==> src/rtl/cpu_pkg.sv <==
// cpu_pkg: shared opcodes, FSM states, flag layout and immediate sign-extension for cpu_param
package cpu_pkg;
  typedef enum logic [3:0] {
    OP_NOP  = 4'h0, OP_LDI = 4'h1, OP_MOV = 4'h2, OP_ADD = 4'h3,
    OP_SUB  = 4'h4, OP_AND = 4'h5, OP_OR  = 4'h6, OP_XOR = 4'h7,
    OP_ADDI = 4'h8, OP_JMP = 4'h9, OP_JZ  = 4'hA, OP_JC  = 4'hB,
    OP_CMP  = 4'hC, OP_SHL = 4'hD, OP_SHR = 4'hE, OP_HALT = 4'hF
  } opcode_e;

  typedef enum logic [1:0] {S_IDLE, S_FETCH, S_EXEC, S_HALT} state_e;

  typedef struct packed {
    logic c;
    logic z;
  } flags_t;

  // Sign-extends the low w bits of v to 64 bits; callers size-cast to their width.
  function automatic logic [63:0] sext(input logic [63:0] v, input int w);
    logic [63:0] m;
    logic s;
    m = {64{1'b1}} << w;
    s = |(v & (64'd1 << (w - 1)));
    return s ? (v | m) : (v & ~m);
  endfunction
endpackage

==> src/rtl/cpu_alu.sv <==
// cpu_alu: combinational ALU producing result plus carry/borrow and zero for cpu_param
module cpu_alu
  import cpu_pkg::*;
#(
  parameter int DATA_W = 16
) (
  input  logic [DATA_W-1:0] a_i,
  input  logic [DATA_W-1:0] b_i,
  input  opcode_e           op_i,
  output logic [DATA_W-1:0] res_o,
  output logic              c_o,
  output logic              z_o
);
  logic [DATA_W:0] sum, dif;

  assign sum = {1'b0, a_i} + {1'b0, b_i};
  assign dif = {1'b0, a_i} - {1'b0, b_i};
  assign z_o = res_o == '0;

  // Operation select; the top bit of the widened difference is the unsigned borrow.
  always_comb begin
    res_o = b_i;
    c_o = 1'b0;
    case (op_i)
      OP_ADD, OP_ADDI: {c_o, res_o} = sum;
      OP_SUB, OP_CMP:  {c_o, res_o} = dif;
      OP_AND:          res_o = a_i & b_i;
      OP_OR:           res_o = a_i | b_i;
      OP_XOR:          res_o = a_i ^ b_i;
      OP_SHL:          {c_o, res_o} = {a_i, 1'b0};
      OP_SHR:          {res_o, c_o} = {1'b0, a_i};
      default:         res_o = b_i;
    endcase
  end
endmodule

==> src/rtl/cpu_param.sv <==
// cpu_param: parametrised multicycle CPU with handshaked fetch; CPU_DBG_EN adds a register/flag debug port
module cpu_param
  import cpu_pkg::*;
#(
  parameter int DATA_W = 16,
  parameter int NREG = 4,
  parameter int IMM_W = 8,
  parameter int ADDR_W = 16,
  localparam int RSEL_W = $clog2(NREG),
  localparam int INS_W = 4 + 2 * RSEL_W + IMM_W
) (
  input  logic              clk,
  input  logic              rst,
  input  logic              en_in,
  input  logic              en_ram_out,
  input  logic [INS_W-1:0]  ins,
`ifdef CPU_DBG_EN
  input  logic [RSEL_W-1:0] dbg_sel,
  output logic [DATA_W-1:0] dbg_data,
  output logic [1:0]        dbg_flags,
`endif
  output logic [ADDR_W-1:0] addr,
  output logic              en_ram_in,
  output logic              halted,
  output logic              retire
);
  logic [DATA_W-1:0] regs_q [NREG];
  state_e            state_q, state_d;
  logic [ADDR_W-1:0] pc_q, pc_d;
  logic [INS_W-1:0]  ir_q, ir_d;
  flags_t            flags_q, flags_d;
  opcode_e           op;
  logic [RSEL_W-1:0] rd, rs;
  logic [IMM_W-1:0]  imm;
  logic [DATA_W-1:0] sx_d, a, b, alu_res;
  logic [ADDR_W-1:0] sx_a;
  logic              alu_c, alu_z, wr, fl, taken;

  assign op    = opcode_e'(ir_q[INS_W-1 -: 4]);
  assign rd    = ir_q[INS_W-5 -: RSEL_W];
  assign rs    = ir_q[INS_W-5-RSEL_W -: RSEL_W];
  assign imm   = ir_q[IMM_W-1:0];
  assign sx_d  = DATA_W'(sext(64'(imm), IMM_W));
  assign sx_a  = ADDR_W'(sext(64'(imm), IMM_W));
  assign a     = regs_q[rd];
  assign b     = (op == OP_LDI || op == OP_ADDI) ? sx_d : regs_q[rs];
  assign wr    = op inside {OP_LDI, OP_MOV, OP_ADD, OP_SUB, OP_AND, OP_OR, OP_XOR, OP_ADDI, OP_SHL, OP_SHR};
  assign fl    = op inside {OP_ADD, OP_SUB, OP_AND, OP_OR, OP_XOR, OP_ADDI, OP_CMP, OP_SHL, OP_SHR};
  assign taken = op == OP_JMP || (op == OP_JZ && flags_q.z) || (op == OP_JC && flags_q.c);

  assign addr      = pc_q;
  assign en_ram_in = state_q == S_FETCH;
  assign halted    = state_q == S_HALT;
  assign retire    = state_q == S_EXEC;

`ifdef CPU_DBG_EN
  assign dbg_data  = regs_q[dbg_sel];
  assign dbg_flags = {flags_q.c, flags_q.z};
`endif

  cpu_alu #(.DATA_W(DATA_W)) u_alu (
    .a_i(a), .b_i(b), .op_i(op), .res_o(alu_res), .c_o(alu_c), .z_o(alu_z)
  );

  // Sequencing: fetch handshake, single-edge execute, pause to IDLE and sticky HALT.
  always_comb begin
    state_d = state_q;
    pc_d = pc_q;
    ir_d = ir_q;
    flags_d = flags_q;
    case (state_q)
      S_IDLE:  state_d = en_in ? S_FETCH : S_IDLE;
      S_FETCH: begin
        ir_d = en_ram_out ? ins : ir_q;
        state_d = en_ram_out ? S_EXEC : en_in ? S_FETCH : S_IDLE;
      end
      S_EXEC:  begin
        pc_d = pc_q + ADDR_W'(1) + (taken ? sx_a : '0);
        flags_d = fl ? flags_t'({alu_c, alu_z}) : flags_q;
        state_d = op == OP_HALT ? S_HALT : en_in ? S_FETCH : S_IDLE;
      end
      default: state_d = S_HALT;
    endcase
  end

  // Control state, PC, IR and flags.
  always_ff @(posedge clk) begin
    if (!rst) begin
      state_q <= S_IDLE;
      pc_q <= '0;
      ir_q <= '0;
      flags_q <= '0;
    end else begin
      state_q <= state_d;
      pc_q <= pc_d;
      ir_q <= ir_d;
      flags_q <= flags_d;
    end
  end

  // Register file; writeback happens only on the EXEC edge of a writing opcode.
  always_ff @(posedge clk) begin
    if (!rst) begin
      for (int i = 0; i < NREG; i++) regs_q[i] <= '0;
    end else if (state_q == S_EXEC && wr) begin
      regs_q[rd] <= alu_res;
    end
  end
endmodule

==> config.mk <==
export PLATFORM = sky130hd
export DESIGN_NAME = cpu_param
export DESIGN_NICKNAME = d
export VERILOG_FILES = /design/src/rtl/cpu_pkg.sv /design/src/rtl/cpu_alu.sv /design/src/rtl/cpu_param.sv
export SDC_FILE = /design/constraint.sdc
export NUM_CORES = 1
export LEC_CHECK = 0
export ABC_AREA = 1
export CORE_UTILIZATION = 39
export CTS_CLUSTER_DIAMETER = 100
export DETAILED_ROUTE_END_ITERATION = 10
export GPL_ROUTABILITY_DRIVEN = 0
export GPL_TIMING_DRIVEN = 0
export MAX_ROUTING_LAYER = met4
export PLACE_DENSITY = 0.64
export SYNTH_ARGS = -nofsm -noshare
export SYNTH_HDL_FRONTEND = slang
export SYNTH_HIERARCHICAL = 1
export SYNTH_SLANG_ARGS = --single-unit
==> constraint.sdc <==
create_clock -name clk -period 7.7 [get_ports clk]
set_input_delay 1.54 -clock clk [delete_from_list [all_inputs] [get_ports clk]]
set_output_delay 1.54 -clock clk [all_outputs]
set_load 0.02 [all_outputs]
# == Yosys cells after proc, flatten, opt, wreduce, memory -nomap -nowiden ==
# Memory sizes are Yosys's and may differ from the RTL's. A register that Yosys moved wholly into a read port is not among the register bits.
# Index checks and enable logic that the tools add are counted.
# classes
add_sub_neg,4
mul,0
div_mod_pow,0
n_lt_le_gt_ge,0
n_eq_ne,18
shifts,0
muxes,20
bitwise_logic,3
n_reduce_logical,15
# ops
op,count
$pmux W16 S7,1
$mux W16,4
$eq A4 B4 Y1 const B,8
$add A16 B16 Y17,1
$sub A16 B16 Y17,1
$add A16 B1 Y16 const B,1
$add A16 B16 Y16,1
$and A16 B16 Y16,1
$eq A4 B3 Y1 const B,4
$logic_not A16 Y1,1
$or A16 B16 Y16,1
$reduce_or A16 Y1,1
$xor A16 B16 Y16,1
$mux W2,7
$reduce_bool A10 Y1,1
$reduce_bool A9 Y1,1
$eq A4 B2 Y1 const B,2
$mux W1,6
$pmux W2 S3,1
$eq A2 B2 Y1 const B,2
$eq A4 B1 Y1 const B,1
$pmux W1 S4,1
$reduce_and A2 Y1,2
$reduce_or A2 Y1,2
other kinds (4),8
# word_totals
register_bits,36
latchBits,0
ramBits,64
romBits,0
in_bits,20
output_inout_bits,19
wordCells,66
memories,1
# memory_table
memory,words,word_bits,read_ports,rd_ports_with_merged_regs,write_ports,line,source
regs_q,4,16,2,2,4,cpu_param.sv:27,logic [DATA_W-1:0] regs_q [NREG];

# == Longest topological paths before layout ==
# logic_depth
word_depth,8
mapped_depth,28
depth_no_buf,26

# == Cells and area by module ==
# The synthesis kept the hierarchy.
# by_module_without_submodules
module,instances,cells_each,area_each_um2,seq_area_each_um2
cpu_param,1,768,5835.6,2722.6
cpu_alu,1,645,3368.2,0.0

# == Worst setup path before layout ==
# No wires, ideal clock.
# synth_path
kind,reg2reg
from,register ir_q[15]
to,register flags_q[0] (netlist bit)
setup_time_ps,71
t_arrival_ps,3308
required_time_ps,7629
setup_slack_ps,4322
path_stages_with_launch,24
path_buffers,1
period_less_slack_ps,3378
cell_sequence,dfxtp_1 inv_1 nor2_2 nand2_1 nand2_1 inv_1 clkbuf_1 o21ai_0 ha_1 inv_1 fa_1 inv_1 nand3_1 nand3_1 nand3_1 nand3_1 nand2_1 nand3_1 nand4_1 nor2_1 nand3_1 nor2_1 nand3_1 a21oi_1
# synth_between
elab_chain_cells,6
word_cells_on_any_way,23
classes_between,2 x add/sub; 10 x eq/ne; 2 x mux; 3 x bitwise; 6 x reduce/logical
# synth_lines
element,line,source
"start, declared",cpu_param.sv:30,"logic [INS_W-1:0] ir_q, ir_d;"
"start signal, assigned",cpu_param.sv:96,ir_q <= ir_d;
$eq A4 B1 Y1 or $eq A4 B4 Y1 (tied branches),cpu_param.sv:46,assign b = (op == OP_LDI || op == OP_ADDI) ? sx_d : regs_q[rs];
$logic_or A1 B1 Y1 (*),cpu_param.sv:46,
$mux W16 (*),cpu_param.sv:46,
net b[0],cpu_param.sv:35,"logic [DATA_W-1:0] sx_d, a, b, alu_res;"
$sub A16 B16 Y17 or $add A16 B16 Y17 (tied branches),"cpu_alu.sv:17, cpu_alu.sv:16",
$pmux W16 S7 (*),cpu_alu.sv:24,case (op_i)
net alu_res[12],cpu_param.sv:35,
$logic_not A16 Y1 (*),cpu_alu.sv:18,assign z_o = res_o == '0;
net alu_z,cpu_param.sv:37,"logic alu_c, alu_z, wr, fl, taken;"
"end signal, assigned",cpu_param.sv:97,flags_q <= flags_d;
"end, declared",cpu_param.sv:31,"flags_t flags_q, flags_d;"
# Mark *: on every way through the listed nets, which the timed path passes. The rest lies on a longest branch.
# A chain may end at the register's enable or synchronous reset.

# == Worst setup path in the final report ==
# Ends and elaborated chain as after synthesis.

==> flow_summary.json <==
{
  "worstSetupEndpointType": "flip-flop",
  "p_leak_nw": 4.99,
  "synth-xor-area-share_pct": 0.666,
  "area_growth_pct": 11.9,
  "placed_area_um2": 10000,
  "clock-sinks": 104,
  "htree_levels": 3,
  "portBuffers": 38,
  "finalSetupViolCount": 0,
  "path_cells": "inv_1 > nor2_2 > nand2_1 > nand2_1 > inv_1 > clkbuf_1 > o21ai_0 > ha_1 > inv_1 > fa_1 > inv_1 > nand3_1 > nand3_1 > nand3_1 > nand3_1 > nand2_1 > nand3_1 > nand4_1 > nor2_1 > nand3_1 > nor2_1 > nand3_1 > a21oi_1",
  "grt_usage_pct": 24.8,
  "seq_area_um2": 2720,
  "clock_skew_ps": 14.2,
  "clock.fmax_mhz": 212,
  "maxCapViolCount": 0,
  "cp_max_fo": 10,
  "ctsHoldBuffers": 0,
  "mostFrequentLayoutCell": "nand2_1",
  "timing.critical_path.buf_inv": 5,
  "initial_core_util_pct": 40.2,
  "io_pins": 39,
  "worst_pin_slew_ps": 853,
  "clock-root-buffer": "clkbuf_16",
  "die_h_um": 156,
  "fin_hold_ws_ps": 461,
  "drive_gt1_share_pct": 7.28,
  "outcome": "complete, no violations",
  "stdcell_area_um2": 10300,
  "via_per_inst": 5.24,
  "synthArstFlopShare_pct": 0,
  "dp_hpwl_um": 23000,
  "grt-ovfl-total": 0,
  "post_cts_buffers": 0,
  "cts_resized": 0,
  "hold_viol": 0,
  "num-fill-cells": 2350,
  "finalCritPeriodShare_pct": 61.4,
  "yosysUniqueCellTypes": 47,
  "synth_top_family_by_area": "simple AND/OR/NAND/NOR gates",
  "routed_wl_um": 28900,
  "fin_nets": 1553,
  "core.rowCount": 55,
  "vias": 9332,
  "grt_antenna_before_repair": 0,
  "syn-instance-count": 1413,
  "synth-simple-area-share_pct": 32.8,
  "path_clk_slew_ps": 80,
  "grt_max_degree": 20,
  "path_delay_family": "simple AND/OR/NAND/NOR gates",
  "cp.arrival_ps": 5010,
  "synth_enable_flop_cells": 64,
  "critPathKind": "reg -> reg",
  "cp_slowest_cell": "dfxtp_1",
  "cts_made_buffers": 9,
  "drc": 0,
  "rsz0062_at_grt": "no",
  "ir_drop_mv": 0.118,
  "yosys_warnings": 6,
  "ant_nets": 0,
  "fin_crit_ps": 4720,
  "pwr_density_cell_nw_per_um2": 159,
  "cts_tree": "built",
  "core_area_um2": 22900,
  "syn-num-nets": 1502,
  "die_area_um2": 24200,
  "multi_input_comb_area_um2": 5310,
  "synthMuxAreaShare_pct": 0,
  "startpoint_type": "flip-flop",
  "fin_util_pct": 45.0,
  "slew_violations": 0,
  "path_common_cell": "nand3_1",
  "slew_headroom_pct": 43.0,
  "clk_latency_ps": 360,
  "synth.avg_cell_area_um2": 6.51,
  "grt_pass1_wl_um": 45200,
  "synth_compound_area_share_pct": 14.4,
  "wl_per_cell_um": 16.2,
  "required_ps": 7990,
  "grt_pass1_vias": 8611,
  "synthAdderAreaFrac_pct": 9.62,
  "drt_iter0_markers": 798,
  "clock_path_buffers": 2,
  "synth_area_um2": 9200,
  "num_antenna_cells": 0,
  "die_x_um": 156,
  "hold_path.class": "reg -> reg",
  "tns_ps": 0,
  "ys.flop_type": "edfxtp_1",
  "synth-seq-area-share_pct": 29.6,
  "synth-seq-cells": 104,
  "p_total_w": 0.00164,
  "firstDrtPassIters": 5,
  "max_stage_delay_ps": 590,
  "mostFrequentLayoutCells": "nand2_1 (351), inv_1 (222), nor2_1 (187), nand3_1 (86), o21ai_0 (83)"
}
==> worst reg2reg max path: cells and delay by family, from the launching register on <==
family,cells,cell delay [ps]
adder cells (fa/ha/maj),2,730
AO/OA/AOI/OAI,2,640
flip-flops,1,590
AND/OR/NAND/NOR,14,1980
buffers and inverters,5,730
==> registers in the layout (all words and copies together) (netlist names), named ones only <==
signal and count:
regs_q 64, addr 16, ir_q 16, flags_q 2
state_q 2
==> per-stage QoR <==
stage	setup slack, ps	instances
2_1_floorplan	4320	1413
3_3_place_gp	3160	1764
3_5_place_dp	3090	1766
4_1_cts	3070	1782
5_1_grt	2730	1782
6_report	2980	1782
==> worst paths after layout <==
check,start,to,slack (ps),depth (start not counted)
hold reg to reg,flags_q[1],flags_q[1],460,2
setup reg to reg,ir_q[15],flags_q[0],2980,23
setup / recovery,ir_q[15],flags_q[0],2980,23
hold / removal,flags_q[1],flags_q[1],460,2
==> report_power, final <==
group          switching, W  leakage [nW]  internal, W
registers         0.0000156         0.986     0.000610
clock network      0.000217         0.140     0.000225
logic              0.000393          3.87     0.000176
total              0.000625          4.99      0.00101
==> cell families after synthesis <==
group	count (synthesis)
AND/OR/NAND/NOR	704
buffers and inverters	298
AO/OA/AOI/OAI	231
flip-flops	104
adder cells (fa/ha/maj)	69
XOR/XNOR	7
==> cell usage after synthesis, types with 2 or more instances <==
| cell type | number | area share [%] |
|---|---|---|
| nor3_1 | 13 | 0.71 |
| buf_4 | 10 | 0.82 |
| or2_1 | 2 | 0.14 |
| o221ai_1 | 4 | 0.38 |
| and2_1 | 5 | 0.34 |
| buf_2 | 9 | 0.49 |
| nand3_4 | 3 | 0.57 |
| a221o_1 | 9 | 0.98 |
| inv_2 | 22 | 0.90 |
| dfxtp_1 | 40 | 8.7 |
| nand2_2 | 14 | 0.95 |
| o21bai_1 | 2 | 0.16 |
| nand2_1 | 351 | 14 |
| nor2_1 | 187 | 7.6 |
| clkbuf_1 | 29 | 1.2 |
| clkinv_1 | 2 | 0.082 |
| a21oi_1 | 71 | 3.9 |
| o21ai_1 | 5 | 0.27 |
| nand4_2 | 2 | 0.27 |
| o21ai_0 | 84 | 4.6 |
| fa_1 | 3 | 0.65 |
| nand3_1 | 86 | 4.7 |
| nor2_2 | 13 | 0.88 |
| nand3_2 | 3 | 0.33 |
| buf_6 | 3 | 0.37 |
| xnor2_1 | 2 | 0.19 |
| o2111ai_1 | 2 | 0.19 |
| inv_1 | 222 | 9.1 |
| edfxtp_1 | 64 | 21 |
| o211ai_1 | 7 | 0.57 |
| nand4_1 | 19 | 1.3 |
| ha_1 | 66 | 9.0 |
| o22ai_1 | 41 | 2.8 |
| xor2_1 | 5 | 0.48 |
==> routing by layer <==
layer	vias up	track usage [%]	part of all wire [%]
met5	-	-	0
met4	0	8.31	2.4
met3	44	2.83	7.2
met2	370	39.8	46
met1	4273	32.5	45
li1	4645	-	-
==> area by class of cell <==
class	instances	share of cell area, %
Multi-Input combinational cell	1011	51.5
Sequential cell	104	26.4
Inverter	247	9.02
Timing Repair Buffer	40	3.98
Tap cell	313	3.80
Buffer	51	2.55
Clock buffer	10	2.22
Clock inverter	6	0.486
Note: power is estimated with default switching activity, not from simulation.
